$ cat config.mk
export PLATFORM = sky130hd
export DESIGN_NAME = pc_unit
export DESIGN_NICKNAME = d
export VERILOG_FILES = /design/src/rtl/pc_unit.sv
export SDC_FILE = /design/constraint.sdc
export NUM_CORES = 1
export LEC_CHECK = 0
export CAP_MARGIN = 10
export CORE_MARGIN = 4
export CORE_UTILIZATION = 42
export DETAILED_ROUTE_END_ITERATION = 8
export MAX_ROUTING_LAYER = met4
export PLACE_DENSITY = 0.81
export SLEW_MARGIN = 20
export SYNTH_ARGS = -nofsm -noshare
export SYNTH_HDL_FRONTEND = slang
export SYNTH_SLANG_ARGS = --single-unit
$ cat constraint.sdc
create_clock -name clk -period 2.74 [get_ports clk]
set_input_delay 0.548 -clock clk [delete_from_list [all_inputs] [get_ports clk]]
set_output_delay 0.548 -clock clk [all_outputs]
set_load 0.01 [all_outputs]
$ cat src/rtl/pc_unit.sv
// Program-counter unit for the Mini-MIPS fetch stage: BOOT/RUN/HALT control, next-PC select and EPC capture.
// Define PC_RAS_EN to build the optional circular return-address stack used by jump-and-link/return hints.
module pc_unit #(
  parameter int unsigned     XLEN         = 32,
  parameter logic [XLEN-1:0] RESET_VECTOR = '0,
  parameter logic [XLEN-1:0] EXC_VECTOR   = XLEN'(32'h0000_0080),
  parameter int unsigned     RAS_DEPTH    = 4
) (
  input  logic            clk,
  input  logic            rst,
  input  logic            stall,
  input  logic            branch_taken,
  input  logic [XLEN-1:0] branch_target,
  input  logic            jump,
  input  logic [XLEN-1:0] jump_target,
  input  logic            exception,
  input  logic            halt_req,
  input  logic            resume,
  input  logic            ras_push,
  input  logic            ras_pop,
  output logic [XLEN-1:0] pc,
  output logic [XLEN-1:0] pc_plus4,
  output logic            pc_valid,
  output logic [XLEN-1:0] epc,
  output logic            halted,
  output logic            misalign
);

  typedef enum logic [1:0] {BOOT, RUN, HALT} state_e;

  state_e          state_q, state_d;
  logic [XLEN-1:0] pc_q, pc_d;
  logic [XLEN-1:0] epc_q, epc_d;
  logic            misalign_q, misalign_d;
  logic            jump_fire;
  logic            ras_hit;
  logic [XLEN-1:0] ras_top;
  logic [XLEN-1:0] jump_dest;

  function automatic logic [XLEN-1:0] word_align(input logic [XLEN-1:0] a);
    return {a[XLEN-1:2], 2'b00};
  endfunction

  assign pc_plus4  = pc_q + XLEN'(4);
  assign jump_fire = (state_q == RUN) && !exception && jump;
  assign jump_dest = ras_hit ? ras_top : jump_target;

  always_comb begin
    state_d    = state_q;
    pc_d       = pc_q;
    epc_d      = epc_q;
    misalign_d = 1'b0;
    case (state_q)
      BOOT: begin
        state_d = RUN;
        pc_d    = RESET_VECTOR;
      end
      RUN: begin
        if (exception) begin
          pc_d  = EXC_VECTOR;
          epc_d = pc_q;
        end else begin
          if (jump) begin
            pc_d       = word_align(jump_dest);
            misalign_d = |jump_dest[1:0];
          end else if (branch_taken) begin
            pc_d       = word_align(branch_target);
            misalign_d = |branch_target[1:0];
          end else if (!stall && !halt_req) begin
            // entering HALT freezes the unconsumed fetch address so resume refetches it
            pc_d = pc_plus4;
          end
          if (halt_req) state_d = HALT;
        end
      end
      HALT: begin
        if (exception) begin
          pc_d    = EXC_VECTOR;
          epc_d   = pc_q;
          state_d = RUN;
        end else if (resume) begin
          state_d = RUN;
        end
      end
      default: state_d = BOOT;
    endcase
  end

  always_ff @(posedge clk) begin
    if (rst) begin
      state_q    <= BOOT;
      pc_q       <= RESET_VECTOR;
      epc_q      <= '0;
      misalign_q <= 1'b0;
    end else begin
      state_q    <= state_d;
      pc_q       <= pc_d;
      epc_q      <= epc_d;
      misalign_q <= misalign_d;
    end
  end

`ifdef PC_RAS_EN
  localparam int unsigned PW = (RAS_DEPTH > 1) ? $clog2(RAS_DEPTH) : 1;
  localparam int unsigned CW = $clog2(RAS_DEPTH + 1);

  logic [XLEN-1:0] ras_mem_q [RAS_DEPTH];
  logic [PW-1:0]   top_q, top_inc, top_dec;
  logic [CW-1:0]   cnt_q;
  logic            ras_clear;

  assign ras_clear = exception && (state_q != BOOT);
  assign ras_hit   = jump_fire && ras_pop && (cnt_q != '0);
  assign ras_top   = ras_mem_q[top_q];
  assign top_inc   = (top_q == PW'(RAS_DEPTH - 1)) ? '0 : top_q + PW'(1);
  assign top_dec   = (top_q == '0) ? PW'(RAS_DEPTH - 1) : top_q - PW'(1);

  // top_q always names the newest entry; a push when full silently reuses the oldest slot
  always_ff @(posedge clk) begin
    if (rst || ras_clear) begin
      top_q <= PW'(RAS_DEPTH - 1);
      cnt_q <= '0;
    end else if (jump_fire) begin
      if (ras_push && !ras_hit) begin
        top_q <= top_inc;
        if (cnt_q != CW'(RAS_DEPTH)) cnt_q <= cnt_q + CW'(1);
      end else if (!ras_push && ras_hit) begin
        top_q <= top_dec;
        cnt_q <= cnt_q - CW'(1);
      end
    end
  end

  always_ff @(posedge clk) begin
    if (!rst && jump_fire && ras_push) begin
      if (ras_hit) ras_mem_q[top_q]   <= pc_plus4;
      else         ras_mem_q[top_inc] <= pc_plus4;
    end
  end
`else
  logic unused_ras;
  assign unused_ras = ras_push ^ ras_pop;
  assign ras_hit    = 1'b0;
  assign ras_top    = '0;
`endif

  assign pc       = pc_q;
  assign epc      = epc_q;
  assign misalign = misalign_q;
  assign pc_valid = (state_q == RUN);
  assign halted   = (state_q == HALT);

endmodule

# Yosys cells after proc, flatten, opt, wreduce, memory -nomap -nowiden
# Index checks and enable logic that the tools add are counted.
word_totals:
  ff_bits: 67
  latch_bits: 0
  mem_bits_rw: 0
  mem_bits_ro: 0
  in_bits: 74
  out_inout_bits: 99
  word_cells: 38
  n_memories: 0
op_classes:
  n_addsub: 1
  multipliers: 0
  div: 0
  magnitude_cmp: 0
  n_eq_ne: 7
  shifts: 0
  n_mux: 13
  bitwise: 1
  reduce_logical: 12
op_table:
  columns: ["op", "n"]
  rows:
  - ["2-to-1 mux 32 bit", 5]
  - ["case mux 32 bit (3 select lines)", 1]
  - ["adder 32 x 3 -> 32 bit (second input constant)", 1]
  - ["2-to-1 mux 2 bit", 4]
  - ["inequality test 2 bit (second input constant)", 3]
  - ["case mux 2 bit (3 select lines)", 1]
  - ["AND reduction 3 bit", 2]
  - ["OR reduction 2 bit", 3]
  - ["inequality test 5 x 4 -> 1 bit (second input constant)", 1]
  - ["inequality test 3 bit (second input constant)", 1]
  - ["nonzero test 3 bit", 1]
  - ["OR reduction 3 bit", 1]
  - ["== test 2 x 1 -> 1 bit (second input constant)", 1]
  - ["== test 2 bit (second input constant)", 1]
  - ["logical NOT 1 bit", 2]
  - ["logical NOT 2 bit", 1]
  - ["2-to-1 mux 1 bit", 2]
  - ["AND reduction 2 bit", 1]
  - ["logical AND 1 bit", 1]
  - ["inverter 1 bit", 1]

# Longest topological paths before layout
logic_depth:
  ltp_word: 7
  ltp_mapped: 9
  mapped_depth_nobuf: 7

# Worst setup path after synthesis
# Ideal clock, no wire load.
synth_timing:
  path_kind: "register to output"
  startpoint: "register pc_q[2], in the netlist pc[2]"
  endpoint: "output pc_plus4[28]"
  t_arrival_ns: 2.048
  t_required_ns: 2.192
  slack_ns: 0.144
  path_stages_with_launch: 7
  path_buffers: 1
  path_cell_list: "dfxtp_1 > ha_1 > nand3_4 > or4_1 > buf_2 > o31a_1 > or2_1"
synth_via:
  elab_chain_cells: 1
synth_rtl:
  columns: ["element", "line_no", "source"]
  rows:
  - ["start, declared", "32", "logic [XLEN-1:0] pc_q, pc_d;"]
  - ["start signal, assigned", "97", "pc_q <= pc_d;"]
  - ["adder 32 x 3 -> 32 bit", "44", "assign pc_plus4 = pc_q + XLEN'(4);"]
  - ["end, declared", "22", "output logic [XLEN-1:0] pc_plus4,"]
# No other way between the ends.

# Worst setup path after layout
layout_timing:
  startpoint: "register pc_q[3], in the netlist pc[3]"
  endpoint: "output pc_plus4[28]"
# Same word-level chain as after synthesis.

==> summary.md <==
| Metric | Value |
|---|---|
| Count of final setup violators | `0` |
| Cells after synthesis | `496` |
| Port Buffers | `164` |
| H-tree levels | `3` |
| #FFs+latches synth | `63` |
| Clock Skew | `0.00678 ns` |
| Reg-to-reg endpoint | `pc[18]` |
| Arr. time, crit path | `2.13 ns` |
| Routing usage on met3 | `6.44%` |
| Average wire per standard cell | `18.0 um` |
| Post-synthesis async set-or-reset flop share | `0%` |
| GP Congestion | `0.931` |
| Max Clk Rate | `374 MHz` |
| Io pins | `173` |
| Final worst path period share | `97.6%` |
| Via density | `5.75` |
| CTS Sinks | `63` |
| Worst Path Required | `2.19 ns` |
| Drt total wl | `14.6 mm` |
| Hold_ws | `0.455 ns` |
| Reg2reg start | `state_q[1]` |
| Seq/Total Area, Yosys | `33.0%` |
| CTS tree | `yes` |
| Hold path depth | `2` |
| DRT antenna net count | `0` |
| GR peak layer | `met2` |
| Grt total ovfl | `0` |
| Synth Area per Inst | `7.70 um^2` |
| Initial antenna violation count | `0` |
| Layout cell share with drive strength beyond 1 | `18.0%` |
| Hold WC Path Type | `flop to flop` |
| Number of synthesized flops with an enable pin | `0` |
| Worst-path fanout max | `5` |
| Fin nets | `773` |
| Max-slew violation count | `0` |
| GRT Resource Usage Total | `27.3%` |
| Clk root buf | `clkbuf_8` |
| Largest net degree at the start of global routing | `32` |
| Final Total Pwr | `2.29 mW` |
| Slew HR | `37.7%` |
| Crit Path Class | `flop to primary output` |
| 1st-iter DRT viols | `315` |
| Clk_lat worst skew | `0.35 ns` |
| Die outline height | `103 um` |
| Most used flip-flop cell after synthesis | `dfxtp_1` |
| Ys Warns | `0` |
| # fillers | `691` |
| Hold Fails Final Rpt | `0` |
| Synthesized cell area | `3820 um^2` |
| Post-layout min period | `2.67 ns` |
| Slew @ Worst Pin | `0.927 ns` |
| CP endpoint kind | `primary output` |
| N_diodes | `0` |
| Crit start category | `flop` |
| Total negative setup slack | `0 ns` |
| First-pass GRT wire length | `22.1 mm` |
| Synth cell types | `68` |
| P_leak | `2.33 nW` |
| Drt pass-1 iters | `5` |
| Synthesis-to-finish area growth | `61.5%` |
| Pwr dens | `371 nW/um^2` |
| Setup slack after layout | `0.0655 ns` |
| Dpl hpwl | `10.8 mm` |
| Met1 GRT Util | `32.8%` |
| CTS Hold Bufs | `0` |
| Critical path launch point | `pc[3]` |
| R2R Setup Slk | `0.40 ns` |
| Pre-CTS setup slack | `-0.126 ns` |
| Clock Path Buffers | `2` |
| WHS Endpoint | `epc[25]` |
| Maximum vdd drop | `0.243 mV` |
| Vias in the first global route | `4635` |
| DRC violations left | `0` |
| Clock buffers created by TritonCTS | `9` |
| Worst r2r path cells | `7` |
| Die Area | `10700 um^2` |
| Row cnt | `34` |
| Core area | `8760 um^2` |
| GRT met2 Usage | `44.4%` |
| Worst hold start | `epc[25]` |
| Via count | `4641` |
| Max cap viols | `0` |
| Die width | `103 um` |
| Clk slew on worst S/H paths | `0.07 ns` |
| Initial Utilization | `43.6%` |
| Status | `finished, final reports clean` |
-- where the power goes --
| group | switching [mW] | internal (mW) | leakage (nW) |
|---|---|---|---|
| Clock | 0.386 | 0.468 | 0.105 |
| Sequential | 0.0188 | 0.934 | 0.512 |
| Combinational | 0.243 | 0.240 | 1.71 |
-- cell usage in the layout, fill, tap and decap left out, types with 11 or more instances in the layout --
master             n
inv_1             12
buf_4             62
a21oi_1           51
o21ai_0           16
dfxtp_1           56
nand3_1           11
nand2_1           84
clkdlybuf4s50_1  143
nor2_1            26
clkbuf_8          11
xnor2_1           19
-- flip-flops by register name (all words and copies together), names as in the netlist --
name / cells
epc: 30
state_q: 2
pc: 30
misalign: 1
-- synthesized netlist by cell type, types with 10 or more instances --
library cell | n | share of area, %
o21ai_0 | 16 | 2.1
nor2_1 | 28 | 2.8
inv_1 | 12 | 1.2
buf_2 | 11 | 1.4
a21oi_1 | 51 | 6.7
xnor2_1 | 19 | 4.4
nand2_1 | 84 | 8.3
clkbuf_1 | 25 | 2.5
and3_1 | 10 | 1.6
nand3_1 | 14 | 1.8
nand2b_1 | 10 | 1.6
dfxtp_1 | 63 | 33
-- cell families (layout without fill, tap and decap cells) --
group / count (synthesis) / after routing / share of synthesized area (%)
fa+ha+maj: 5 / 5 / 1.64
mux: 7 / 7 / 1.83
flops: 63 / 63 / 33.0
other cells: 1 / 6 / 0.0982
simple gates: 195 / 195 / 25.9
compound gates: 139 / 139 / 24.6
xor+xnor: 26 / 26 / 5.96
buf+inv: 60 / 258 / 6.98
-- stage by stage --
step | cells | instance area (um^2) | util [%]
2_1_floorplan | 501 | 3840 | -
3_3_place_gp | 788 | 5880 | 67.1
3_5_place_dp | 788 | 5880 | 67.1
4_1_cts | 804 | 6110 | 69.7
5_1_grt | 807 | 6170 | 70.4
6_report | 807 | 6170 | 70.4
-- repair_timing --
action	4_1_cts	5_1_grt
pin swaps	2	8
gates resized for setup	41	30
endpoints found under the setup margin	21	17
buffers inserted	0	4
-- worst max-delay path by stage --
stage                   end  slack (ns)  cells after the start
5_1_grt        pc_plus4[25]     -0.0008                      7
3_5_place_dp   pc_plus4[28]       -0.13                      7
3_3_place_gp   pc_plus4[28]       -0.12                      7
2_1_floorplan  pc_plus4[28]        0.14                      6
6_report       pc_plus4[28]        0.07                      6
4_1_cts        pc_plus4[28]       -0.07                      7
-- cell type report --
| type | count | area, um^2 | area share [%] |
|---|---|---|---|
| Clock buffer | 11 | 151 | 2.45 |
| Sequential cell | 63 | 1270 | 20.6 |
| Timing Repair Buffer | 229 | 2110 | 34.2 |
| Clock inverter | 5 | 56.3 | 0.913 |
| Multi-Input combinational cell | 378 | 2390 | 38.8 |
| Tap cell | 108 | 135 | 2.19 |
| Inverter | 13 | 48.8 | 0.791 |
-- metal layers --
| metal | vias up | part of all wire [%] |
|---|---|---|
| li1 | 2169 | - |
| met1 | 2188 | 40 |
| met2 | 247 | 48 |
| met3 | 37 | 9.3 |
| met4 | 0 | 2.5 |
| met5 | - | 0 |
-- worst max-delay path, stage by stage, from the launching register on --
cell,delay (ns)
dfxtp_2,0.35
ha_4,0.15
nand3_4,0.07
or4_4,0.55
o31a_1,0.29
or2_1,0.23
buf_2,0.14
Power figures use the tool's default switching activity.
